<file path="src/rtl/sc_mul_pkg.sv">
`default_nettype none
// ============================================================================
// Module  : sc_mul_pkg
// Purpose : Shared types, mode constants and the RNG bit-reversal helper for
//           the stochastic-computing multiply/accumulate block.
// Revision: 1.0 - initial release
// ============================================================================
package sc_mul_pkg;

  typedef enum logic [1:0] {
    ST_IDLE = 2'd0,
    ST_RUN  = 2'd1,
    ST_DONE = 2'd2
  } state_t;

  localparam logic MODE_UNI = 1'b0;
  localparam logic MODE_BI  = 1'b1;

  // Reverse the low W bits of V; bits at and above W come back as zero.
  // Reversing a plain counter gives a van der Corput sequence, which spreads
  // the compare thresholds evenly over the window.
  function automatic logic [31:0] bitrev(input logic [31:0] v, input int w);
    logic [31:0] r;
    r = '0;
    for (int i = 0; i < 32; i++) begin
      if (i < w) r[w-1-i] = v[i];
    end
    return r;
  endfunction

endpackage
`default_nettype wire

</file>
<file path="src/rtl/sc_cmp.sv">
`default_nettype none
// ============================================================================
// Module  : sc_cmp
// Purpose : Unsigned strict greater-than comparator (oGt = iA > iB).
// Revision: 1.0 - initial release
// ============================================================================
module sc_cmp #(
  parameter int IWID = 8
) (
  input  logic [IWID-1:0] iA,
  input  logic [IWID-1:0] iB,
  output logic            oGt
);

  assign oGt = (iA > iB);

endmodule
`default_nettype wire

</file>
<file path="src/rtl/sc_mul_acc.sv">
`default_nettype none
// ============================================================================
// Module  : sc_mul_acc
// Purpose : Multi-channel stochastic multiplier. One iStart runs a window of
//           2^IWID cycles; each channel ANDs (unipolar) or muxes (bipolar)
//           its data bitstream against a weight stream derived from a shared
//           bit-reversed counter, and counts the product ones.
// Revision: 1.0 - initial release
// ============================================================================
module sc_mul_acc
  import sc_mul_pkg::*;
#(
  parameter int IWID = 8,
  parameter int NCH  = 4,
  parameter int CWID = IWID + 1
) (
  input  logic                iClk,
  input  logic                iRst,
  input  logic                iStart,
  input  logic                iMode,
  input  logic [NCH*IWID-1:0] iWeig,
  input  logic [NCH-1:0]      iDbit,
  input  logic [NCH-1:0]      iDb_n,
  output logic [NCH-1:0]      oDbit,
  output logic                oValid,
  output logic                oBusy,
  output logic                oDone,
  output logic [NCH*CWID-1:0] oCnt
);

  state_t                         state_q;
  logic [IWID-1:0]                cnt_q;
  logic [NCH-1:0][IWID-1:0]       weig_q;
  logic                           mode_q;
  logic [NCH-1:0][CWID-1:0]       acc_q;
  logic [NCH-1:0][CWID-1:0]       acc_d;
  logic [NCH-1:0][CWID-1:0]       cnt_out_q;
  logic [NCH-1:0]                 dbit_q;
  logic                           valid_q;
  logic                           busy_q;
  logic                           done_q;

  logic [IWID-1:0]                w_rng;
  logic [IWID-1:0]                w_rng_n;
  logic [NCH-1:0]                 w_bit;
  logic [NCH-1:0]                 w_b_n;
  logic [NCH-1:0]                 w_prod;
  logic                           w_run;
  logic                           w_last;

  assign w_run   = (state_q == ST_RUN);
  assign w_last  = &cnt_q;
  assign w_rng   = IWID'(bitrev(32'(cnt_q), IWID));
  assign w_rng_n = ~w_rng;

  generate
    for (genvar c = 0; c < NCH; c++) begin : g_ch
      sc_cmp #(.IWID(IWID)) u_cmp_p (
        .iA  (weig_q[c]),
        .iB  (w_rng),
        .oGt (w_bit[c])
      );

      sc_cmp #(.IWID(IWID)) u_cmp_n (
        .iA  (weig_q[c]),
        .iB  (w_rng_n),
        .oGt (w_b_n[c])
      );

      // Bipolar mode draws from the complementary stream on the inverted
      // threshold so that the two coded halves cover the window together.
      assign w_prod[c] = w_run & ((mode_q == MODE_BI)
                       ? ((iDbit[c] & w_bit[c]) | (iDb_n[c] & ~w_b_n[c]))
                       : (iDbit[c] & w_bit[c]));

      // Cannot overflow: at most 2^IWID increments into CWID >= IWID+1 bits.
      assign acc_d[c] = acc_q[c] + CWID'(w_prod[c]);
    end
  endgenerate

  // Window sequencing: latch operands on start, step RNG and accumulators in RUN,
  // publish counts on the final RUN edge.
  always_ff @(posedge iClk or posedge iRst) begin
    if (iRst) begin
      state_q   <= ST_IDLE;
      cnt_q     <= '0;
      weig_q    <= '0;
      mode_q    <= MODE_UNI;
      acc_q     <= '0;
      cnt_out_q <= '0;
      busy_q    <= 1'b0;
      done_q    <= 1'b0;
    end else begin
      case (state_q)
        ST_IDLE: begin
          done_q <= 1'b0;
          if (iStart) begin
            state_q <= ST_RUN;
            weig_q  <= iWeig;
            mode_q  <= iMode;
            cnt_q   <= '0;
            acc_q   <= '0;
            busy_q  <= 1'b1;
          end
        end
        ST_RUN: begin
          cnt_q <= cnt_q + 1'b1;
          acc_q <= acc_d;
          if (w_last) begin
            state_q   <= ST_DONE;
            cnt_out_q <= acc_d;
            busy_q    <= 1'b0;
            done_q    <= 1'b1;
          end
        end
        ST_DONE: begin
          state_q <= ST_IDLE;
          done_q  <= 1'b0;
        end
        default: begin
          state_q <= ST_IDLE;
          busy_q  <= 1'b0;
          done_q  <= 1'b0;
        end
      endcase
    end
  end

  // Product bitstream register: one cycle behind the combinational product.
  always_ff @(posedge iClk or posedge iRst) begin
    if (iRst) begin
      dbit_q  <= '0;
      valid_q <= 1'b0;
    end else begin
      dbit_q  <= w_run ? w_prod : '0;
      valid_q <= w_run;
    end
  end

  assign oDbit  = dbit_q;
  assign oValid = valid_q;
  assign oBusy  = busy_q;
  assign oDone  = done_q;
  assign oCnt   = cnt_out_q;

endmodule
`default_nettype wire

</file>
<file path="config.mk">
export PLATFORM = sky130hd
export DESIGN_NAME = sc_mul_acc
export DESIGN_NICKNAME = d
export VERILOG_FILES = /design/src/rtl/sc_mul_pkg.sv /design/src/rtl/sc_cmp.sv /design/src/rtl/sc_mul_acc.sv
export SDC_FILE = /design/constraint.sdc
export NUM_CORES = 1
export LEC_CHECK = 0
export ABC_AREA = 1
export BUFFER_PORTS_ARGS = -buffer_cell sky130_fd_sc_hd__buf_2
export CAP_MARGIN = 20
export CORE_MARGIN = 5
export CORE_UTILIZATION = 30
export DETAILED_ROUTE_END_ITERATION = 6
export GPL_TIMING_DRIVEN = 0
export MAX_ROUTING_LAYER = met4
export PLACE_DENSITY = 0.57
export REMOVE_ABC_BUFFERS = 1
export SYNTH_ARGS = -nofsm -noshare
export SYNTH_HDL_FRONTEND = slang
export SYNTH_SLANG_ARGS = --single-unit
</file>
<file path="constraint.sdc">
create_clock -name iClk -period 5.1 [get_ports iClk]
set_input_delay 0.255 -clock iClk [delete_from_list [all_inputs] [get_ports iClk]]
set_output_delay 0.255 -clock iClk [all_outputs]
set_load 0.01 [all_outputs]
</file>
# Word level (Yosys, flattened, before mapping)
# Cells that the tools add are included.
[word_totals]
reg_bits = 122
elab_cells = 83
output_inout_bits = 43
inputBits = 44
[classes]
n_eq_ne = 4
mux = 17
order_cmp = 8
n_addsub = 5
reduce_logical = 8
n_bitwise = 22
[ops]
columns = ["cell", "count"]
rows = [
  ["36-bit one-hot mux with 2 select lines", 1],
  ["8-bit > comparator", 8],
  ["9-bit by 1-bit adder with 9-bit output", 4],
  ["36-bit 2-to-1 mux", 1],
  ["8-bit one-hot mux with 2 select lines", 1],
  ["1-bit AND", 12],
  ["9-bit AND reduction", 1],
  ["8-bit by 1-bit adder with 8-bit output, second input constant", 1],
  ["1-bit 2-to-1 mux", 8],
  ["8-bit 2-to-1 mux", 1],
  ["8-bit inverter", 1],
  ["8-bit AND reduction", 1],
  ["2-bit AND reduction", 3],
  ["1-bit inverter", 5],
  ["2-bit 2-to-1 mux", 2],
  ["4-bit 2-to-1 mux", 1],
  ["1-bit OR", 4],
  ["2-bit one-hot mux with 2 select lines", 1],
  ["1-bit one-hot mux with 3 select lines", 1],
  ["3-bit AND reduction", 1],
  ["2-bit by 1-bit == test with 1-bit output, second input constant", 1],
  ["2-bit == test, second input constant", 1],
  ["2-bit logical NOT", 1],
  ["2-bit by 1-bit inequality test with 1-bit output, second input constant", 1],
  ["2 further kinds", 2],
]

# Depth between registers and ports, before layout
# Gate-level depths: netlist of the first run.
[depth]
ltp_word = 9
ltp_mapped = 18
depth_no_buf = 18

# Cells and area by module
# From an unflattened synthesis of the first run, not the netlist that was laid out.
[hier_totals]
hier_cells = 946
area_unflattened_um2 = 7304.5
[modules_own_cells]
columns = ["module", "area_per_inst_um2", "seq_area_each_um2", "cells_per_inst", "instances"]
rows = [
  ["sc_mul_acc", 5562.8, 3052.9, 658, 1],
  ["sc_cmp", 217.7, 0.0, 36, 8],
]

# Least setup slack after synthesis of the first run
# No wires, ideal clock.
[synth_timing]
path_kind = "register to register"
from = "register cnt_q[0]"
to = "register acc_q[26] in the netlist's numbering"
path_stages_with_launch = 17
arrival_time_ns = 2.419
setup_time_ns = 0.134
path_slack_ns = 2.547
n_path_buf = 0
cell_sequence = "dfrtp_1 inv_1 ha_1 inv_1 nand2_1 nor3_1 nand3b_1 nand2_1 nand2_1 a21oi_1 ha_1 ha_1 nand3_1 nor2_1 nand4_1 xor2_1 o21ai_0"
[synth_via]
elab_chain_len = 9
[synth_lines]
columns = ["item", "line", "source"]
rows = [
  ["start: declaration", "sc_mul_acc.sv:32", "logic [IWID-1:0] cnt_q;"],
  ["start signal: assignment", "sc_mul_acc.sv:107", "cnt_q <= cnt_q + 1'b1;"],
  ["8-bit inverter", "sc_mul_acc.sv:54", "assign w_rng_n = ~w_rng;"],
  ["8-bit > comparator", "sc_cmp.sv:15", "assign oGt = (iA > iB);"],
  ["1-bit inverter", "sc_mul_acc.sv:73", "? ((iDbit[c] & w_bit[c]) | (iDb_n[c] & ~w_b_n[c]))"],
  ["1-bit AND", "sc_mul_acc.sv:73", ""],
  ["1-bit OR", "sc_mul_acc.sv:73", ""],
  ["1-bit 2-to-1 mux *", "sc_mul_acc.sv:73", ""],
  ["1-bit AND *", "sc_mul_acc.sv:72", "assign w_prod[c] = w_run & ((mode_q == MODE_BI)"],
  ["9-bit by 1-bit adder with 9-bit output *", "sc_mul_acc.sv:77", "assign acc_d[c] = acc_q[c] + CWID'(w_prod[c]);"],
  ["36-bit one-hot mux with 2 select lines *", "sc_mul_acc.sv:94", "case (state_q)"],
  ["end signal: assignment", "sc_mul_acc.sv:89", "acc_q <= '0;"],
  ["end signal: assignment", "sc_mul_acc.sv:102", "acc_q <= '0;"],
  ["end signal: assignment", "sc_mul_acc.sv:108", "acc_q <= acc_d;"],
  ["end: declaration", "sc_mul_acc.sv:35", "logic [NCH-1:0][CWID-1:0] acc_q;"],
]
# Every way passes the cells marked *; elsewhere a longest branch is shown, timed or not.
# A chain may end at the register's enable or synchronous reset.

# Final worst setup path of the first run
# Ends and elaborated chain as after synthesis.

==> results by group, run 1 <==
Yosys
  – Cell with the most instances after synthesis: nand2_1
  – Cells after Synth: approximately 800
  – Synth area leaders: dfrtp_1 46%, nand2_1 17%, ha_1 14%, inv_1 4.4%, xor2_1 3.7%
  – Post-synth top cells: 295 x nand2_1, 122 x dfrtp_1, 79 x inv_1
  – Share of the synthesized area in the top cell type: 45.6%
  – Mapped cell area: 6700 um2
  – Ys Warns: 0
  – Synthesized area per cell: ~8.4 um2
  – Synth async-reset ratio: between 90% and 100%
  – Synthesis-stage register bit count: between 100 and 150
  – Post-synth EDFFs: 0
  – Main synth FF type: dfrtp_1
  – Synth cell types: 27
  – Cell taking the most area after synthesis: dfrtp_1
  – Post-synthesis sequential area ratio: between 40% and 50%

Routing
  – Wire per inst: 13.6 um
  – Antenna-violating nets left: 0
  – Vias per cell: around 4.4
  – Iter 0 DRT Violations: approximately 280
  – DRT Pass-1 Iters: 4
  – Total wire length: ~16000 um
  – Vias post-DR: around 5200
  – # DRC: 0

Finish
  – Final Util: 36.5%
  – Final #Nets: between 1000 and 1500
  – Filler Cells Inserted: ~2300
  – Post-route cell area: ~8000 um2
  – Layout Cells excl Fill: about 1200
  – Layout area overhead: 19.5%
  – Layout cells sized above 1: between 10% and 20%
  – Antenna cells: 0

Clock tree
  – Root buffer selected by CTS: clkbuf_16
  – TritonCTS clock tree: built
  – Maximum root-to-sink buffer count: 2
  – Post-CTS setup buffer count: 0
  – CTS H-Tree Depth: 4
  – Latest clock arrival within the worst-skew pair: between 0.4 and 0.5 ns
  – CTS Sinks: between 100 and 150
  – Clock transition at path regs: ~0.060 ns
  – Total CTS buffers: 17

STA
  – Final worst slack: ~1.9 ns
  – Final hold vios: 0
  – RSZ-0062 raised after global routing: false
  – Max Slew Vio Count: 0
  – Setup TNS: 0 ns
  – Slew @ Worst Pin: approximately 0.99 ns
  – Setup Viol. Count Final: 0
  – Worst slew margin: around 34%
  – Max frequency: 0.311 GHz
  – Hold_ws: 0.0264 ns
  – Minimum clock period: around 3.2 ns
  – Setup Skew: between 0.01 and 0.015 ns
  – Final period utilization: 63.0%

Status
  – Status: finished clean

Pwr
  – Max VDD drop: between 0.15 and 0.2 mV
  – Switching Power: 485 uW
  – Static leakage: between 4 and 5 nW
  – Total power: between 2 and 2.5 mW
  – Internal Power: roughly 1.7 mW
  – Sequential power share: 44.2%
  – Switching Fraction: approximately 22%
  – PwrDens: between 200 and 300 nW/um2
  – Clock Power Share: a little over half
  – Comb pwr share: between 1.5 and 2%

Global route
  – Met2 usage: a little over a fifth
  – GR Util met1: about 18%
  – Met3 Use GR: under 10%
  – Largest net degree at the start of global routing: 86
  – GRT Overall Usage: 13.5%
  – Vias in the first global route: roughly 5300
  – Initial antenna violation count: 0
  – First-pass GRT wire length: between 20000 and 30000 um
  – Total congestion overflow: 0
  – GRT busiest layer: met2

Worst hold path
  – Min-Delay Path Class: in -> reg
  – HP Start: iWeig[12]

Place
  – Placed Cells: approximately 1100
  – Post-DP Area: 7410 um2
  – HPWL after detailed placement: roughly 11000 um
  – Worst slack at placement: 1.85 ns
  – Placer Congestion: a little over 0.8
  – Port-buffer cells: 86

Floorplanning
  – Chip width: between 150 and 200 um
  – Rows: 54
  – I/O Pins: 87
  – Initial core utilization: between 30% and 40%
  – Die Ht: approximately 160 um
  – Die Area: between 20000 and 30000 um2
  – Placeable core area: 21900 um2

Setup path
  – CP required: around 5.4 ns
  – Critical path peak fanout: 9
  – Setup slack, reg-to-reg: around 1.9 ns
  – CP startpoint: cnt_q[0]$_DFFE_PP0P_
  – CP Launch Type: flip-flop
  – CP endpoint kind: flip-flop
  – Worst path arrival time: between 3 and 4 ns
  – Critical path class: reg -> reg
  – Worst r2r src: cnt_q[0]$_DFFE_PP0P_

Run
  – Number of max-cap violations: 0
-- flip-flops by register name (all words and copies together) (netlist names), 2 cells and up --
name / flops
acc_q: 36
oCnt: 36
weig_q: 32
cnt_q: 8
oDbit: 4
state_q: 2
-- metal layers --
| metal | routed length [um] | share of wire, % |
|---|---|---|
| met3 | 776 | 4.8 |
| met1 | 7830 | 49 |
| met5 | 0 | 0 |
| met4 | 112 | 0.70 |
| met2 | 7320 | 46 |
-- area by class of cell --
cell class,count,area [um2],share of cell area [%]
Timing Repair Buffer,89,495,6.19
Inverter,83,317,3.96
Sequential cell,122,3050,38.2
Clock buffer,18,429,5.36
Multi-Input combinational cell,574,3210,40.1
Clock inverter,14,148,1.85
Tap cell,280,350,4.38
-- critical path: stages (launching register included) --
cell,delay (ns)
dfrtp_1,0.54
inv_1,0.19
ha_1,0.36
inv_1,0.09
nand2_1,0.07
nor3_1,0.23
nand3b_1,0.11
nand2_1,0.13
nand2_1,0.09
a21oi_1,0.15
ha_1,0.21
ha_1,0.19
nand3_1,0.12
nor2_1,0.16
nand4_1,0.14
xor2_1,0.22
o21ai_0,0.10
-- cells in the final DEF, fill, tap and decap left out, types with 6 or more instances in the layout --
cell type,synthesis,final
nand4_1,6,6
inv_1,79,78
o21bai_1,6,6
a21oi_1,31,31
buf_2,9,86
nand2_1,295,295
o21ai_1,21,21
xor2_1,28,28
o21ai_0,36,36
dfrtp_1,122,122
ha_1,73,73
nor2_1,26,26
nand3_1,15,15
clkbuf_16,0,17
nor3_1,13,13
-- cell families (layout without fill, tap and decap cells) --
logic type / count (synthesis) / count (layout) / synth area share [%]
and+or+nand+nor: 361 / 361 / 21.3
DFF: 122 / 122 / 45.6
AOI/OAI and AO/OA: 112 / 112 / 9.29
buffers and inverters: 105 / 204 / 6.50
adders and majority gates: 73 / 73 / 13.6
xor gates and xnor gates: 28 / 28 / 3.66
-- worst paths after layout --
path / to / depth (start not counted)
setup / recovery: acc_q[26]$_DFFE_PP0P_ / 16
hold / removal: weig_q[12]$_DFFE_PP0P_ / 3
setup reg to reg: acc_q[26]$_DFFE_PP0P_ / 16
hold reg to reg: oCnt[30]$_DFFE_PP0P_ / 2
max in group asynchronous: state_q[0]$_DFFE_PP0P_ / 4
min in group asynchronous: cnt_q[4]$_DFFE_PP0P_ / 3
-- power by group through the flow --
stage               clock [mW]  combinational [mW]  sequential (mW)
finish                    1.18              0.0413            0.968
global route              1.25              0.0484            0.968
CTS                       1.21              0.0439            0.968
detailed placement           0              0.0433            0.986
global placement             0              0.0397            0.986
floorplan                    0              0.0151            0.986
-- repair_timing --
action / 4_1_cts / 5_1_grt
hold endpoints to repair: 37 / 0
gates resized for setup: 0 / 0
hold buffers: 1 / 0
(Power assumes the default switching activity.)
==> inputs of run 2 (changes only) <==
==> constraint.sdc (replaced) <==
create_clock -name iClk -period 3.2 [get_ports iClk]
set_input_delay 0.16 -clock iClk [delete_from_list [all_inputs] [get_ports iClk]]
set_output_delay 0.16 -clock iClk [all_outputs]
set_load 0.01 [all_outputs]
==> results by group, run 2 (synthesized netlist as in run 1, its figures left out) <==
Setup path
  – CP max stage delay: approximately 0.41 ns
  – Worst path arrival time: 3.28 ns
  – Critical path class: reg -> reg
  – Worst R2R Path Depth: 17
  – CP Cell Sequence: clkinvlp_4, buf_4, ha_1, nand2_1, o21bai_1, nand2_1, nand2_1, nand2_1, nand2_1, a21oi_1, ha_1, ha_1, nand3_1, nor2_1, nand4_1, xor2_1, o21ai_0
  – Crit-path slowest cell: dfrtp_2
  – CP Launch Type: flip-flop
  – CP endpoint kind: flip-flop
  – CP required: 3.47 ns
  – Critical path peak fanout: 7
  – Most used cell, CP: nand2_1

Routing
  – Vias per cell: approximately 4.4
  – Antenna-violating nets left: 0
  – Vias post-DR: ~5400
  – # DRC: 0
  – DRT Pass-1 Iters: 6
  – Iter 0 DRT Violations: around 280
  – Wire per inst: 13.6 um
  – Total wire length: 16600 um

Floorplanning
  – Initial core utilization: 30.6%
  – Rows: 54
  – Die Ht: between 150 and 200 um
  – Chip width: 159 um
  – Placeable core area: 21900 um2
  – Die Area: 25400 um2
  – I/O Pins: just under 90

STA
  – Final hold vios: 0
  – Minimum clock period: roughly 3 ns
  – Final period utilization: around 94%
  – Worst slew margin: roughly 43%
  – Slew @ Worst Pin: 0.861 ns
  – Max frequency: between 0.3 and 0.4 GHz
  – Max Slew Vio Count: 0
  – Setup Skew: ~0.012 ns
  – Setup Viol. Count Final: 0
  – RSZ-0062 raised after global routing: true

Place
  – HPWL after detailed placement: 11400 um
  – Post-DP Area: about 7400 um2
  – Port-buffer cells: 86
  – Placed Cells: between 1000 and 1500
  – Placer Congestion: a little over 0.8

Global route
  – GRT Overall Usage: 13.7%
  – Met2 usage: 21.6%
  – Vias in the first global route: about 5500
  – Largest net degree at the start of global routing: 86
  – Initial antenna violation count: 0
  – First-pass GRT wire length: 27500 um
  – Met3 Use GR: under 10%
  – Total congestion overflow: 0
  – GRT busiest layer: met2
  – GR Util met1: around 18%

Clock tree
  – Latest clock arrival within the worst-skew pair: between 0.4 and 0.5 ns
  – CTS Sinks: approximately 120
  – TritonCTS clock tree: built
  – Root buffer selected by CTS: clkbuf_16
  – Total CTS buffers: 17
  – Maximum root-to-sink buffer count: 2
  – Clock transition at path regs: roughly 0.060 ns
  – CTS H-Tree Depth: 4

Finish
  – Layout Cells excl Fill: ~1200
  – Post-route cell area: approximately 8500 um2
  – Filler Cells Inserted: ~2300
  – Layout area overhead: 26.4%
  – Most common cell after layout, fill and taps aside: nand2_1
  – Antenna cells: 0
  – Commonest cells after routing, fill and taps aside: 295 x nand2_1, 116 x dfrtp_1, 86 x buf_2
  – Final #Nets: 1045
  – Layout cells sized above 1: 16.6%

Pwr
  – PwrDens: about 420 nW/um2
  – Static leakage: between 4 and 5 nW
  – Max VDD drop: between 0.3 and 0.4 mV

Worst hold path
  – Min-Delay Path Class: in -> reg
  – Cell depth of the worst min-delay path: 5

Run
  – Number of max-cap violations: 0

Status
  – Status: finished clean
==> run 2: area by class of cell <==
class / instances / area [um2] / area share (%)
Clock inverter: 14 / 148 / 1.74
Clock buffer: 18 / 429 / 5.07
Timing Repair Buffer: 129 / 878 / 10.4
Sequential cell: 122 / 3060 / 36.2
Multi-Input combinational cell: 575 / 3280 / 38.7
Inverter: 83 / 320 / 3.78
Tap cell: 280 / 350 / 4.14
==> run 2: worst paths after layout <==
kind                                           start  slack, ns              endpoint
worst max-delay path            cnt_q[4]$_DFFE_PP0P_       0.19  acc_q[8]$_DFFE_PP0P_
worst max register to register  cnt_q[4]$_DFFE_PP0P_       0.19  acc_q[8]$_DFFE_PP0P_
min in group asynchronous                       iRst       0.30  cnt_q[4]$_DFFE_PP0P_
worst min register to register  oCnt[30]$_DFFE_PP0P_       0.47  oCnt[30]$_DFFE_PP0P_
max in group asynchronous                       iRst       2.12  cnt_q[0]$_DFFE_PP0P_
worst min-delay path                        iDb_n[3]       0.12    oDbit[3]$_DFF_PP0_
==> run 2: report_power, final <==
group / switching (mW) / internal (mW)
Combinational: 0.0468 / 0.0502
Sequential: 0 / 1.54
Clock: 0.735 / 1.15
Total: 0.782 / 2.74
==> run 2: timing repair <==
item / CTS / global route
gates cloned: 0 / 1
hold buffers: 34 / 0
pin swaps: 0 / 2
setup endpoints to repair: 6 / 54
buffers inserted: 0 / 7
endpoints found under the hold margin: 70 / 0
resized for setup: 1 / 20
==> run 2: worst max-delay path: cells and delay by family, from the launching register on <==
family                   cells  cell delay (ns)
AO/OA/AOI/OAI                3             0.41
XOR/XNOR                     1             0.19
adder cells (fa/ha/maj)      3             0.73
buffers and inverters        2             0.42
flip-flops                   1             0.41
AND/OR/NAND/NOR              8             0.71
==> run 2: through the flow <==
step / setup WS [ns] / setup TNS, ns / utilization, % / hold WS [ns] / total power, mW
floorplan: -0.203 / -24.71 / - / 0.270 / 1.60
global placement: -1.85 / -231.74 / 33.6 / 0.353 / 1.63
detailed placement: -0.0454 / -0.115 / 33.9 / 0.201 / 1.64
CTS: 0.0360 / 0 / 38.1 / 0.0943 / 3.57
global route: -0.0467 / -0.136 / 38.7 / 0.114 / 3.64
finish: 0.193 / 0 / 38.7 / 0.121 / 3.52
==> run 2: metal layers <==
metal / wire, um / share of wire [%]
met2: 7750 / 47
met4: 102 / 0.61
met1: 7990 / 48
met3: 777 / 4.7
met5: 0 / 0
==> inputs of run 3 (changes only) <==
--- a/config.mk
+++ b/config.mk
@@ -12,7 +12,6 @@
 export CORE_UTILIZATION = 30
 export DETAILED_ROUTE_END_ITERATION = 6
 export GPL_TIMING_DRIVEN = 0
-export MAX_ROUTING_LAYER = met4
 export PLACE_DENSITY = 0.57
 export REMOVE_ABC_BUFFERS = 1
 export SYNTH_ARGS = -nofsm -noshare
==> results by group, run 3 (synthesized netlist as in run 1, its figures left out) <==
Routing
  – Vias post-DR: about 5400
  – Antenna-violating nets left: 0
  – Vias per cell: between 4 and 5
  – Wire per inst: 13.6 um
  – DRT Pass-1 Iters: 6
  – Iter 0 DRT Violations: 252
  – # DRC: 0
  – Total wire length: 16600 um

Setup path
  – Reg-to-Reg End: acc_q[8]$_DFFE_PP0P_
  – Critical Path End: acc_q[8]$_DFFE_PP0P_
  – CP required: 3.48 ns
  – Worst r2r src: cnt_q[4]$_DFFE_PP0P_
  – Critical path class: reg -> reg
  – Crit-path slowest cell: dfrtp_2
  – CP delay by family, top: adder cells
  – CP Launch Type: flip-flop
  – Worst R2R Path Depth: 17
  – Worst path arrival time: 3.30 ns
  – Critical path buffer and inverter count: 2
  – Setup slack, reg-to-reg: between 0.15 and 0.2 ns
  – CP startpoint: cnt_q[4]$_DFFE_PP0P_
  – Worst path depth: 17
  – CP Cell Sequence: clkinvlp_4, buf_4, ha_1, nand2_1, o21bai_1, nand2_1, nand2_1, nand2_1, nand2_1, a21oi_1, ha_1, ha_1, nand3_1, nor2_1, nand4_1, xor2_1, o21ai_0
  – Most used cell, CP: nand2_1
  – CP max stage delay: 0.41 ns
  – CP endpoint kind: flip-flop
  – Critical path peak fanout: 7

Floorplanning
  – Die Area: 25400 um2
  – Die Ht: roughly 160 um
  – Chip width: about 160 um
  – Initial core utilization: 30.6%
  – I/O Pins: between 80 and 90
  – Placeable core area: about 22000 um2
  – Rows: 54

Global route
  – First-pass GRT wire length: 27500 um
  – GRT Overall Usage: a little over an eighth
  – Total congestion overflow: 0
  – Vias in the first global route: 5489
  – Largest net degree at the start of global routing: 86
  – Initial antenna violation count: 0

Finish
  – Final Util: 38.7%
  – Most common cell after layout, fill and taps aside: nand2_1
  – Filler Cells Inserted: about 2300
  – Antenna cells: 0
  – Layout cells sized above 1: 16.6%
  – Layout area overhead: 26.4%
  – Final #Nets: ~1000
  – Commonest cells after routing, fill and taps aside: 295 x nand2_1, 116 x dfrtp_1, 86 x buf_2

Pwr
  – Max VDD drop: about 0.32 mV
  – PwrDens: 416 nW/um2
  – Static leakage: roughly 4.6 nW
  – Total power: approximately 3.5 mW

Clock tree
  – CTS Sinks: approximately 120
  – Root buffer selected by CTS: clkbuf_16
  – CTS H-Tree Depth: 4
  – TritonCTS clock tree: built
  – Latest clock arrival within the worst-skew pair: ~0.42 ns
  – Maximum root-to-sink buffer count: 2
  – Clock transition at path regs: 0.06 ns
  – Total CTS buffers: 17

Place
  – HPWL after detailed placement: about 11000 um
  – Placer Congestion: just over 0.8
  – Worst slack at placement: -0.0454 ns
  – Port-buffer cells: 86

Status
  – Status: finished clean

STA
  – Max frequency: between 0.3 and 0.4 GHz
  – Worst slew margin: a little over two fifths
  – Final hold vios: 0
  – Setup Skew: a little over 0.01 ns
  – Minimum clock period: roughly 3 ns
  – Final worst slack: roughly 0.18 ns
  – Setup Viol. Count Final: 0
  – Max Slew Vio Count: 0
  – RSZ-0062 raised after global routing: true
  – Slew @ Worst Pin: about 0.85 ns
  – Final period utilization: a little over nine tenths

Run
  – Number of max-cap violations: 0

Worst hold path
  – Min-Delay Path Class: in -> reg
==> run 3: cell type report <==
type | instances | area [um2] | share of cell area [%]
clock buffer | 18 | 429 | 5.07
tap | 280 | 350 | 4.14
timing repair buffer | 129 | 878 | 10.4
clock inverter | 14 | 148 | 1.74
inverter | 83 | 320 | 3.78
sequential | 122 | 3060 | 36.2
multi-input combinational | 575 | 3280 | 38.7
==> run 3: worst min-delay path by stage <==
| stage | from | to | slack (ns) | cells past startpoint |
|---|---|---|---|---|
| floorplan | iMode | mode_q$_DFFE_PP0P_ | 0.27 | 2 |
| global placement | iWeig[18] | weig_q[18]$_DFFE_PP0P_ | 0.35 | 3 |
| detailed placement | iRst | weig_q[8]$_DFFE_PP0P_ | 0.20 | 2 |
| CTS | iDb_n[3] | oDbit[3]$_DFF_PP0_ | 0.09 | 5 |
| global route | iDb_n[0] | oDbit[0]$_DFF_PP0_ | 0.11 | 5 |
| finish | iDb_n[3] | oDbit[3]$_DFF_PP0_ | 0.11 | 5 |
==> run 3: metrics by stage <==
step	setup TNS, ns	instances	cell area [um2]	hold slack (ns)
4_1_cts	0	1213	8330	0.0943
3_3_place_gp	-231.74	1145	7350	0.353
3_5_place_dp	-0.115	1147	7410	0.201
6_report	0	1221	8460	0.113
5_1_grt	-0.136	1221	8460	0.112
2_1_floorplan	-24.71	779	6570	0.270
==> run 3: what timing repair did <==
action	4_1_cts	5_1_grt
buffers inserted	0	7
pin swaps	0	2
endpoints found under the setup margin	6	54
hold buffers	34	0
endpoints found under the hold margin	70	0
resized for setup	1	20
cloned	0	1
==> run 3: worst reg2reg max path, stage by stage (launching register included) <==
cell	delay, ns
dfrtp_2	0.41
clkinvlp_4	0.23
buf_4	0.20
ha_1	0.32
nand2_1	0.08
o21bai_1	0.15
nand2_1	0.07
nand2_1	0.05
nand2_1	0.06
nand2_1	0.06
a21oi_1	0.17
ha_1	0.22
ha_1	0.19
nand3_1	0.12
nor2_1	0.14
nand4_1	0.11
xor2_1	0.19
o21ai_0	0.10
==> run 3: routing by layer <==
layer	vias to the layer above	part of all wire [%]	GRT usage [%]	wire length (um)
li1	2798	-	-	-
met1	2503	47	17.5	7840
met2	101	47	21.6	7810
met3	7	5.4	4.12	888
met4	0	0.36	2.79	59
met5	-	0	0	0
==> run 3: power breakdown <==
| group | switching [mW] | internal (mW) | total [mW] |
|---|---|---|---|
| combinational | 0.0466 | 0.0502 | 0.0968 |
| clock | 0.734 | 1.15 | 1.88 |
| sequential | 0 | 1.54 | 1.54 |
